<file path="src/rtl/ram_controlador.sv">
// ram_controlador
//   Request/response front end for four 1x4 RAM cells. After reset it zeroes
//   all four words, then serves one operation at a time. An operation is
//   accepted in OCIOSO, performed on the cells for one cycle (ESCRITA or
//   LEITURA), and answered in RESPOSTA until the requester takes it.
//
// Ports
//   clock, clear          rising-edge clock, synchronous active-high reset
//   req_valid/req_ready   request handshake; req_rw (1=write), req_endereco,
//                         req_dado
//   resp_valid/resp_ready response handshake; resp_escrita (1=write),
//                         resp_dado (read data or written data)
//   ram_rw, ram_endereco, ram_data_entrada
//                         registered strobe, one-hot select and data to cells
//   ram_data_saida        OR of cell outputs (unselected cells drive 0)
//   ops_count             completed handshakes, modulo 256

module ram_controlador (
    input  logic       clock,
    input  logic       clear,
    input  logic       req_valid,
    output logic       req_ready,
    input  logic       req_rw,
    input  logic [1:0] req_endereco,
    input  logic [3:0] req_dado,
    output logic       resp_valid,
    input  logic       resp_ready,
    output logic       resp_escrita,
    output logic [3:0] resp_dado,
    output logic       ram_rw,
    output logic [3:0] ram_endereco,
    output logic [3:0] ram_data_entrada,
    input  logic [3:0] ram_data_saida,
    output logic [7:0] ops_count
);

    localparam logic [2:0] INICIALIZA = 3'd0;
    localparam logic [2:0] OCIOSO     = 3'd1;
    localparam logic [2:0] ESCRITA    = 3'd2;
    localparam logic [2:0] LEITURA    = 3'd3;
    localparam logic [2:0] RESPOSTA   = 3'd4;

    function automatic logic [3:0] onehot(input logic [1:0] a);
        return 4'b0001 << a;
    endfunction

    logic [2:0] state_q, state_d;
    // Sweep index runs 0..4: values 0..3 drive a word, 4 is the cycle in
    // which the last word is on the bus, after which the FSM goes idle.
    logic [2:0] idx_q, idx_d;
    logic [3:0] data_q, data_d;
    logic       resp_escrita_q, resp_escrita_d;
    logic [3:0] resp_dado_q, resp_dado_d;
    logic [7:0] ops_q, ops_d;
    logic       ram_rw_q, ram_rw_d;
    logic [3:0] ram_end_q, ram_end_d;
    logic [3:0] ram_din_q, ram_din_d;

    // RAM outputs are registered, so they are computed from the transition
    // being taken: the values loaded at an edge are what the cells see in
    // the state entered at that edge. The operation's direction lives in
    // the state and the select is registered at acceptance, so only the
    // write data needs a separate latch.
    always_comb begin
        state_d        = state_q;
        idx_d          = idx_q;
        data_d         = data_q;
        resp_escrita_d = resp_escrita_q;
        resp_dado_d    = resp_dado_q;
        ops_d          = ops_q;
        ram_rw_d       = 1'b0;
        ram_end_d      = 4'b0000;
        ram_din_d      = 4'b0000;

        case (state_q)
            INICIALIZA: begin
                if (idx_q == 3'd4) begin
                    state_d = OCIOSO;
                    idx_d   = 3'd0;
                end else begin
                    ram_rw_d  = 1'b1;
                    ram_end_d = onehot(idx_q[1:0]);
                    idx_d     = idx_q + 3'd1;
                end
            end
            OCIOSO: begin
                if (req_valid) begin
                    data_d    = req_dado;
                    ram_end_d = onehot(req_endereco);
                    if (req_rw) begin
                        state_d   = ESCRITA;
                        ram_rw_d  = 1'b1;
                        ram_din_d = req_dado;
                    end else begin
                        state_d = LEITURA;
                    end
                end
            end
            ESCRITA: begin
                state_d        = RESPOSTA;
                resp_escrita_d = 1'b1;
                resp_dado_d    = data_q;
            end
            LEITURA: begin
                // Cell output is valid while the select is on the bus.
                state_d        = RESPOSTA;
                resp_escrita_d = 1'b0;
                resp_dado_d    = ram_data_saida;
            end
            RESPOSTA: begin
                if (resp_ready) begin
                    state_d = OCIOSO;
                    ops_d   = ops_q + 8'd1;
                end
            end
            default: begin
                state_d = INICIALIZA;
                idx_d   = 3'd0;
            end
        endcase
    end

    always_ff @(posedge clock) begin
        if (clear) begin
            state_q        <= INICIALIZA;
            idx_q          <= 3'd0;
            data_q         <= 4'b0000;
            resp_escrita_q <= 1'b0;
            resp_dado_q    <= 4'b0000;
            ops_q          <= 8'd0;
            ram_rw_q       <= 1'b0;
            ram_end_q      <= 4'b0000;
            ram_din_q      <= 4'b0000;
        end else begin
            state_q        <= state_d;
            idx_q          <= idx_d;
            data_q         <= data_d;
            resp_escrita_q <= resp_escrita_d;
            resp_dado_q    <= resp_dado_d;
            ops_q          <= ops_d;
            ram_rw_q       <= ram_rw_d;
            ram_end_q      <= ram_end_d;
            ram_din_q      <= ram_din_d;
        end
    end

    assign req_ready        = (state_q == OCIOSO);
    assign resp_valid       = (state_q == RESPOSTA);
    assign resp_escrita     = resp_escrita_q;
    assign resp_dado        = resp_dado_q;
    assign ops_count        = ops_q;
    assign ram_rw           = ram_rw_q;
    assign ram_endereco     = ram_end_q;
    assign ram_data_entrada = ram_din_q;

endmodule

</file>
<file path="config.mk">
export PLATFORM = sky130hd
export DESIGN_NAME = ram_controlador
export DESIGN_NICKNAME = d
export VERILOG_FILES = /design/src/rtl/ram_controlador.sv
export SDC_FILE = /design/constraint.sdc
export NUM_CORES = 1
export LEC_CHECK = 0
export CAP_MARGIN = 15
export CORE_AREA = 2 2 74 48
export DETAILED_ROUTE_END_ITERATION = 8
export DIE_AREA = 0 0 76 50
export GPL_TIMING_DRIVEN = 1
export PLACE_DENSITY = 0.74
export SETUP_SLACK_MARGIN = 0.4
export SYNTH_ARGS = -nofsm -noshare
export SYNTH_HDL_FRONTEND = slang
export SYNTH_SLANG_ARGS = --single-unit
</file>
<file path="constraint.sdc">
create_clock -name clock -period 1.6 [get_ports clock]
set_input_delay 0.24 -clock clock [delete_from_list [all_inputs] [get_ports clock]]
set_output_delay 0.24 -clock clock [all_outputs]
set_load 0.05 [all_outputs]
</file>
==> impl_metrics.json, run 1 <==
{
  "status": "completed",
  "dieArea_um2": 3800,
  "max-cap-violations": 0,
  "die_y_um": 50,
  "cts_made_buffers": 5,
  "worstRegToRegCells": 4,
  "io_buffers": 38,
  "grt_pass1_wl_um": 6200,
  "final_cell_mix": "buf_4 (43), dfxtp_1 (20), nor2_1 (16)",
  "io_pins": 39,
  "fin_tns_setup_ps": 0,
  "firstDrtPassIters": 4,
  "place_hpwl_um": 2540,
  "fin_crit_sh": 0.930,
  "max-slew-margin-rel": 0.796,
  "coreArea_um2": 3100,
  "layout.cells.non_filler": 259,
  "r2r-start": "state_q[2]",
  "top_layer": "met4",
  "synth_cell_type_count": 32,
  "hold_class": "flop to flop",
  "num_rows": 16,
  "powerDensity_nw_per_um2": 1150,
  "ant_nets": 0,
  "holdWs_ps": 503,
  "dr_wl_met3_um": 271,
  "dp_cells": 235,
  "crit_start": "state_q[2]",
  "syn_to_final_growth_pct": 68.4,
  "overflow": 0,
  "timing.rr.end": "ops_count[7]",
  "reg2reg_slack_ps": 110,
  "drt_iter0_drc": 40,
  "clock_sink_count": 32,
  "cts_tree": "yes",
  "holdPathStages": 2,
  "maxSlewViolCount": 0,
  "wl_per_cell_um": 16.9,
  "synth_seq_cells": 32,
  "min_from": "idx_q[0]",
  "netlist_instances": 149,
  "grt_max_degree": 17,
  "startpoint_type": "flop",
  "drt-total-wl_um": 4390,
  "avgSynthCellArea_um2": 9.21,
  "grt.total_usage": 0.212,
  "insertion_delay_ps": 290,
  "vias_per_cell": 5.34,
  "end_kind": "flop",
  "min_period_ps": 1490,
  "clkTransAtPathRegs_ps": 70,
  "die_width_um": 76,
  "start_util": 0.442,
  "grt_pass1_vias": 1326,
  "rsz0062_at_grt": "true",
  "cellLeakagePower_nw": 0.912,
  "synth_fp_nets": 169,
  "syn_area_um2": 1370,
  "peakVddDrop_v": 0.000883,
  "final_core_util": 0.745,
  "cp.required_ps": 1820,
  "crit_path_max_fanout": 7,
  "vias": 1384,
  "clockBufferDepth": 2,
  "nets": 233,
  "tightest_slew_ps": 304,
  "diodes": 0,
  "route.met2.wl_um": 2120,
  "clock.fmax_mhz": 672,
  "drive_above_1_share": 0.491,
  "htreeDepth": 2,
  "antenna_found_initial": 0,
  "whs_endpoint": "idx_q[0]",
  "gp_congestion": 0.843,
  "remaining_drc_errors": 0,
  "clk_root_buffer_cell": "clkbuf_8",
  "worst_slack_ps": 112,
  "finalSetupViolCount": 0,
  "layout_commonest_cell": "buf_4",
  "critPathArrivalTime_ps": 1700,
  "path_class": "flop to flop",
  "synth-seq-area-share": 0.467,
  "wl_met1_um": 1870,
  "hold_viol": 0,
  "yosys_warnings": 0,
  "dp_slack_ps": -218,
  "finalClockSkew_ps": 8.67
}
## how the worst max path moves through the flow
stage / end / slack, ps / depth (start not counted)
finish: ops_count[7] / 110 / 4
global route: ops_count[7] / 80 / 4
CTS: resp_valid / 150 / 3
detailed placement: ops_count[7] / -220 / 4
global placement: ops_count[5] / -150 / 4
floorplan: idx_q[2] / 170 / 4
## cells in the mapped netlist
master,number,share of area
buf_2,4,0.015
xor2_1,1,0.0064
nand4b_1,1,0.0064
ha_1,5,0.046
a21oi_1,12,0.044
clkbuf_1,4,0.011
mux2i_1,9,0.066
or3_1,5,0.023
or3_4,1,0.0082
or4_1,3,0.016
inv_1,7,0.019
o21ai_0,4,0.015
a22oi_1,1,0.0055
o31ai_1,3,0.016
nor2b_1,2,0.0091
nor4bb_1,1,0.0073
buf_1,1,0.0027
o211a_1,1,0.0073
and3b_1,1,0.0064
nand3_1,7,0.026
o41ai_1,1,0.0064
nor2_1,17,0.046
a32oi_1,4,0.026
nor3_1,3,0.011
a211oi_1,5,0.027
nand4_1,1,0.0046
dfxtp_1,32,0.47
and2_1,4,0.018
nand4bb_1,1,0.0082
nand2_1,5,0.014
a311oi_1,1,0.0064
nor3b_1,2,0.011
## report_power, final
part           switching (mW)  internal [mW]  leakage (nW)
clock network           0.320          0.399        0.0566
registers              0.0723          0.877         0.268
logic                   0.530          0.448         0.587
## layer usage
layer / vias to the layer above / GRT usage
li1: 664 / -
met1: 652 / 0.271
met2: 55 / 0.344
met3: 13 / 0.0513
met4: 0 / 0.100
met5: - / 0
## sequential cells by signal, indices dropped and copies added, names as in the netlist
| signal | flops |
|---|---|
| ram_data_entrada | 4 |
| data_q | 4 |
| idx_q | 3 |
| ops_count | 8 |
| ram_endereco | 4 |
| state_q | 3 |
| resp_escrita | 1 |
| ram_rw | 1 |
| resp_dado | 4 |
## kinds of logic (layout without fill, tap and decap cells)
family,Yosys count,in the layout,share of synthesized area
compound gates,32,32,0.153
xor+xnor,1,1,0.00638
fa+ha+maj,5,5,0.0456
buf+inv,16,81,0.0474
flops,32,32,0.467
mux,9,9,0.0656
simple gates,54,54,0.215
## timing repair
action,4_1_cts,5_1_grt
endpoints found under the hold margin,0,0
hold buffers,0,0
pin swaps,8,11
buffers inserted,10,6
cloned,0,0
endpoints found under the setup margin,34,34
resized for setup,23,23
## stage by stage
stage                     total power, mW  area (um^2)
after floorplan                      1.48         1470
after global placement               1.71         1900
after detailed placement             1.72         1900
after CTS                            2.56         2170
after global routing                 2.77         2310
final                                2.65         2310
## worst max-delay path, stage by stage (launching register included)
cell and delay [ps]:
dfxtp_4 380, buf_4 130, nand4bb_4 180, or4_4 540
a21oi_2 180
## final cells by class
| cell class | instances | area, um^2 |
|---|---|---|
| timing repair buffer | 66 | 586 |
| clock buffer | 6 | 93.8 |
| sequential | 32 | 681 |
| fill | 209 | 792 |
| clock inverter | 2 | 11.3 |
| multi-input combinational | 101 | 855 |
| tap | 45 | 56.3 |
| inverter | 7 | 28.8 |
No activity file was read; power rests on OpenSTA's default activity.
==> inputs of run 2 (changes only) <==
--- a/config.mk
+++ b/config.mk
@@ -6,11 +6,12 @@
 export NUM_CORES = 1
 export LEC_CHECK = 0
 export CAP_MARGIN = 15
-export CORE_AREA = 2 2 74 48
+export CORE_AREA = 2 2 72 46
+export CTS_BUF_LIST = sky130_fd_sc_hd__clkbuf_8
 export DETAILED_ROUTE_END_ITERATION = 8
-export DIE_AREA = 0 0 76 50
+export DIE_AREA = 0 0 74 48
 export GPL_TIMING_DRIVEN = 1
-export PLACE_DENSITY = 0.74
+export PLACE_DENSITY = 0.79
 export SETUP_SLACK_MARGIN = 0.4
 export SYNTH_ARGS = -nofsm -noshare
 export SYNTH_HDL_FRONTEND = slang
==> run 2 against run 1 <==
The run now ends with setup timing left. Sequential share of layout area decreased by 1.7 points. Final area increased by 6.3%. Clock power increased by 20%. Critical path depth increased by 1. Clock-buffer cell count increased by 1. Critical path type unchanged.
==> impl_metrics.json, run 2 (same netlist as run 1, synthesis figures left out) <==
{
  "status": "finished with violations",
  "failed_checks": "setup timing",
  "diodes": 0,
  "cellLeakagePower_nw": 0.965,
  "overflow": 0,
  "dp_slack_ps": -219,
  "layout_commonest_cell": "buf_4",
  "fin_crit_sh": 1.01,
  "drt-total-wl_um": 5350,
  "cp_cell_sequence": "buf_6 > nor3_1 > buf_4 > a32oi_1 > nor2_1",
  "clock_sink_count": 32,
  "path_class": "flop to flop",
  "grt_max_degree": 13,
  "hold_viol": 0,
  "ant_nets": 0,
  "dp_cells": 232,
  "critPathArrivalTime_ps": 1820,
  "startpoint_type": "flop",
  "clkTransAtPathRegs_ps": 70,
  "num_rows": 15,
  "cp.required_ps": 1810,
  "crit_path_max_fanout": 5,
  "drt_iter0_drc": 122,
  "die_y_um": 48,
  "grt.total_usage": 0.257,
  "cp_top_family": "simple AND/OR/NAND/NOR gates",
  "insertion_delay_ps": 300,
  "finalClockSkew_ps": 5.40,
  "coreArea_um2": 2830,
  "path_buf_inv": 2,
  "dieArea_um2": 3550,
  "die_width_um": 74,
  "worst_path_largest_cell_delay_ps": 480,
  "io_pins": 39,
  "cts_made_buffers": 5,
  "rsz0062_at_grt": "true",
  "peakVddDrop_v": 0.00157,
  "remaining_drc_errors": 0,
  "grt_pass1_wl_um": 6440,
  "finalSetupViolCount": 1,
  "place_hpwl_um": 2460,
  "firstDrtPassIters": 4,
  "cts_hold_buffers": 0,
  "min_period_ps": 1620,
  "hold_class": "flop to flop",
  "placed_area_um2": 1900,
  "clockBufferDepth": 2,
  "syn_to_final_growth_pct": 79.0,
  "wl_per_cell_um": 20.2,
  "max-slew-margin-rel": 0.632,
  "antenna_found_initial": 0,
  "cpMaxStageDelayCell": "nor3_1",
  "maxSlewViolCount": 0,
  "finalInstanceArea_um2": 2460,
  "max-cap-violations": 0,
  "gp_congestion": 0.796,
  "start_util": 0.484,
  "clk_root_buffer_cell": "clkbuf_8",
  "htreeDepth": 2,
  "end_kind": "flop",
  "worst_slack_ps": -17.2,
  "clock.fmax_mhz": 618,
  "powerDensity_nw_per_um2": 1220,
  "vias_per_cell": 5.87,
  "drive_above_1_share": 0.541,
  "layout.cells.non_filler": 264,
  "final_cell_mix": "buf_4 (46), dfxtp_1 (20), nor2_1 (17)",
  "tightest_slew_ps": 547,
  "nets": 241,
  "vias": 1550,
  "largest_reg_flops": 8,
  "grt_pass1_vias": 1320,
  "io_buffers": 38,
  "cts_tree": "yes",
  "total_power_mw": 2.99
}
run 2: cell count changes in the layout (fill, tap and decap cells not counted), sizes merged:
cell	change
inv	-1
buf	+8
bufinv	+1
clkbuf	+1
clkinv	-1
dlygate4sd2	+1
clkdlybuf4s50	-1
run 2: layout make-up:
type                    count  area, um^2
clock buffers               7        96.3
clock inverters             1        30.0
fillers                   118         377
repair buffers             74         651
flip-flops and latches     32         683
inverters                   7        31.3
multi-input cells         101         913
well taps                  42        52.6
run 2: final timing paths:
check | start | to | slack, ps | depth (start not counted)
worst min-delay path | ops_count[5] | ops_count[5] | 510 | 2
worst max-delay path | state_q[2] | ram_endereco[3] | -20 | 5
worst max register to register | state_q[2] | ram_endereco[3] | -20 | 5
worst min register to register | ops_count[5] | ops_count[5] | 510 | 2
run 2: per-layer routing:
metal,global-route usage,vias to the layer above,share of wire
li1,-,678,-
met1,0.327,741,0.41
met2,0.386,98,0.45
met3,0.0737,33,0.081
met4,0.182,0,0.054
met5,0,-,0
run 2: report_power, final:
part | switching [mW] | internal, mW
registers | 0.0855 | 0.883
logic | 0.617 | 0.537
clock network | 0.315 | 0.549
run 2: worst reg2reg max path, stage by stage (launching register included):
cell and delay, ps:
dfxtp_4 360, buf_6 140, nor3_1 480, buf_4 250
a32oi_1 90, nor2_1 200
run 2: what timing repair did:
| action | 4_1_cts | 5_1_grt |
|---|---|---|
| cloned | 2 | 1 |
| gates resized for setup | 25 | 40 |
| setup endpoints to repair | 34 | 34 |
| buffers inserted | 17 | 4 |
| endpoints found under the hold margin | 0 | 0 |
| pin swaps | 14 | 11 |
run 2: per-stage QoR:
stage | setup TNS (ps) | hold slack [ps] | util
after floorplan | 0 | 367 | -
after global placement | -417 | 466 | 0.670
after detailed placement | -888 | 486 | 0.670
after CTS | 0 | 499 | 0.792
after global routing | -51.8 | 517 | 0.867
final | -17.2 | 508 | 0.867
==> inputs of run 3 (changes only) <==
--- a/config.mk
+++ b/config.mk
@@ -11,7 +11,7 @@
 export DETAILED_ROUTE_END_ITERATION = 8
 export DIE_AREA = 0 0 74 48
 export GPL_TIMING_DRIVEN = 1
-export PLACE_DENSITY = 0.79
+export PLACE_DENSITY = 0.8
 export SETUP_SLACK_MARGIN = 0.4
 export SYNTH_ARGS = -nofsm -noshare
 export SYNTH_HDL_FRONTEND = slang
==> run 3 against run 2 <==
Highest routed layer unchanged. Wire length up 1.1%. Final cell count down 0.76%. Sequential share of layout area up 0.65 points. Critical path depth down 2. Fmax up 9.5%. Clock-buffer cell count down 1. Die area unchanged. Via count up 0.26%. Global-route usage up 1.2 points. Register-to-register slack better by 150 ps. Core utilization down 2.0 points. Largest cell class unchanged. Final area down 2.3%. The run now ends clean.
==> impl_metrics.json, run 3 (same netlist as run 1, synthesis figures left out) <==
{
  "status": "completed",
  "vias_per_cell": 5.93,
  "insertion_delay_ps": 290,
  "drt-total-wl_um": 5400,
  "die_width_um": 74,
  "syn_to_final_growth_pct": 74.9,
  "largest_reg_flops": 8,
  "p_sw_mw": 1.02,
  "min_from": "clear",
  "grt_max_degree": 11,
  "hold_class": "input pin to flop",
  "max-cap-violations": 0,
  "remaining_drc_errors": 0,
  "startpoint_type": "flop",
  "wl_per_cell_um": 20.6,
  "fin_crit_sh": 0.923,
  "nets": 239,
  "layout.cells.non_filler": 262,
  "drt_iter0_drc": 98,
  "r2r-start": "state_q[2]",
  "clkTransAtPathRegs_ps": 70,
  "antenna_found_initial": 0,
  "worst_slack_ps": 123,
  "diodes": 0,
  "dieArea_um2": 3550,
  "io_pins": 39,
  "tightest_slew_ps": 547,
  "critPathArrivalTime_ps": 1240,
  "finalSetupViolCount": 0,
  "powerDensity_nw_per_um2": 1150,
  "peakVddDrop_v": 0.00111,
  "placed_area_um2": 1900,
  "max-slew-margin-rel": 0.634,
  "rsz0062_at_grt": "true",
  "finalInstanceArea_um2": 2400,
  "gp_congestion": 0.887,
  "vias": 1554,
  "cts_made_buffers": 5,
  "clk_root_buffer_cell": "clkbuf_8",
  "cts_hold_buffers": 0,
  "htreeDepth": 2,
  "clock_sink_count": 32,
  "clockBufferDepth": 2,
  "place_hpwl_um": 2620,
  "worst_path_largest_cell_delay_ps": 370,
  "path_class": "flop to primary output",
  "cp_cell_sequence": "buf_6 > nor3_4 > buf_12",
  "grt_pass1_vias": 1422,
  "end_kind": "primary output",
  "final_cell_mix": "buf_4 (43), dfxtp_1 (20), nor2_1 (15)",
  "total_power_mw": 2.77,
  "dp_slack_ps": -239,
  "p_seq_frac": 0.351,
  "share_comb_of_total_power": 0.411,
  "swShare": 0.367,
  "drive_above_1_share": 0.514,
  "fin_tns_setup_ps": 0,
  "clock.fmax_mhz": 677,
  "firstDrtPassIters": 4,
  "num_rows": 15,
  "cpMaxStageDelayCell": "dfxtp_4",
  "layout_commonest_cell": "buf_4",
  "maxSlewViolCount": 0,
  "coreArea_um2": 2830,
  "n_fill_cell": 130,
  "crit_start": "state_q[2]",
  "io_buffers": 38,
  "hold_viol": 0,
  "ant_nets": 0,
  "overflow": 0,
  "power.share.clock": 0.239,
  "cp.required_ps": 1360,
  "min_period_ps": 1480,
  "start_util": 0.484,
  "die_y_um": 48,
  "grt_pass1_wl_um": 6790,
  "final_core_util": 0.847,
  "holdWs_ps": 467,
  "crit_path_max_fanout": 4,
  "finalClockSkew_ps": 3.95,
  "dp_cells": 232,
  "cts_tree": "yes",
  "p_int_mw": 1.75,
  "cellLeakagePower_nw": 0.953,
  "grt.total_usage": 0.269
}
[run 3: per-layer routing]
layer  vias up  track usage  routed length, um
met5         -            0                  0
met4         0        0.160                259
met3        29       0.0611                517
met2       112        0.477               2460
met1       739        0.310               2160
li1        674            -                  -
[run 3: worst paths after layout]
kind                            depth (start not counted)  slack, ps            to
worst min register to register                          2        510  resp_dado[3]
worst max-delay path                                    3        120     req_ready
worst min-delay path                                    2        470      idx_q[1]
worst max register to register                          5        130  ops_count[3]
[run 3: final cells by class]
class	instances	area, um^2	share of cell area
timing repair buffer	72	653	0.272
inverter	7	33.8	0.0141
clock buffer	6	82.6	0.0344
clock inverter	2	10.0	0.00417
tap	42	52.6	0.0219
sequential	32	683	0.285
multi-input combinational	101	886	0.369
[run 3: worst max-delay path, delay by kind of cell (launching register included)]
family        cells  cell delay, ps
simple gates      1             270
buf+inv           2             310
flops             1             370
[run 3: power groups by stage]
| stage | clock network (mW) | registers (mW) | logic [mW] |
|---|---|---|---|
| 2_1_floorplan | 0 | 1.08 | 0.406 |
| 3_3_place_gp | 0 | 0.944 | 0.759 |
| 3_5_place_dp | 0 | 0.948 | 0.775 |
| 4_1_cts | 0.650 | 0.938 | 0.878 |
| 5_1_grt | 0.690 | 0.979 | 1.19 |
| 6_report | 0.661 | 0.971 | 1.14 |
[run 3: what timing repair did]
| item | CTS | global route |
|---|---|---|
| buffers inserted | 16 | 5 |
| setup endpoints to repair | 33 | 35 |
| gates cloned | 1 | 0 |
| hold endpoints to repair | 0 | 0 |
| pin swaps | 16 | 11 |
| resized for setup | 30 | 31 |
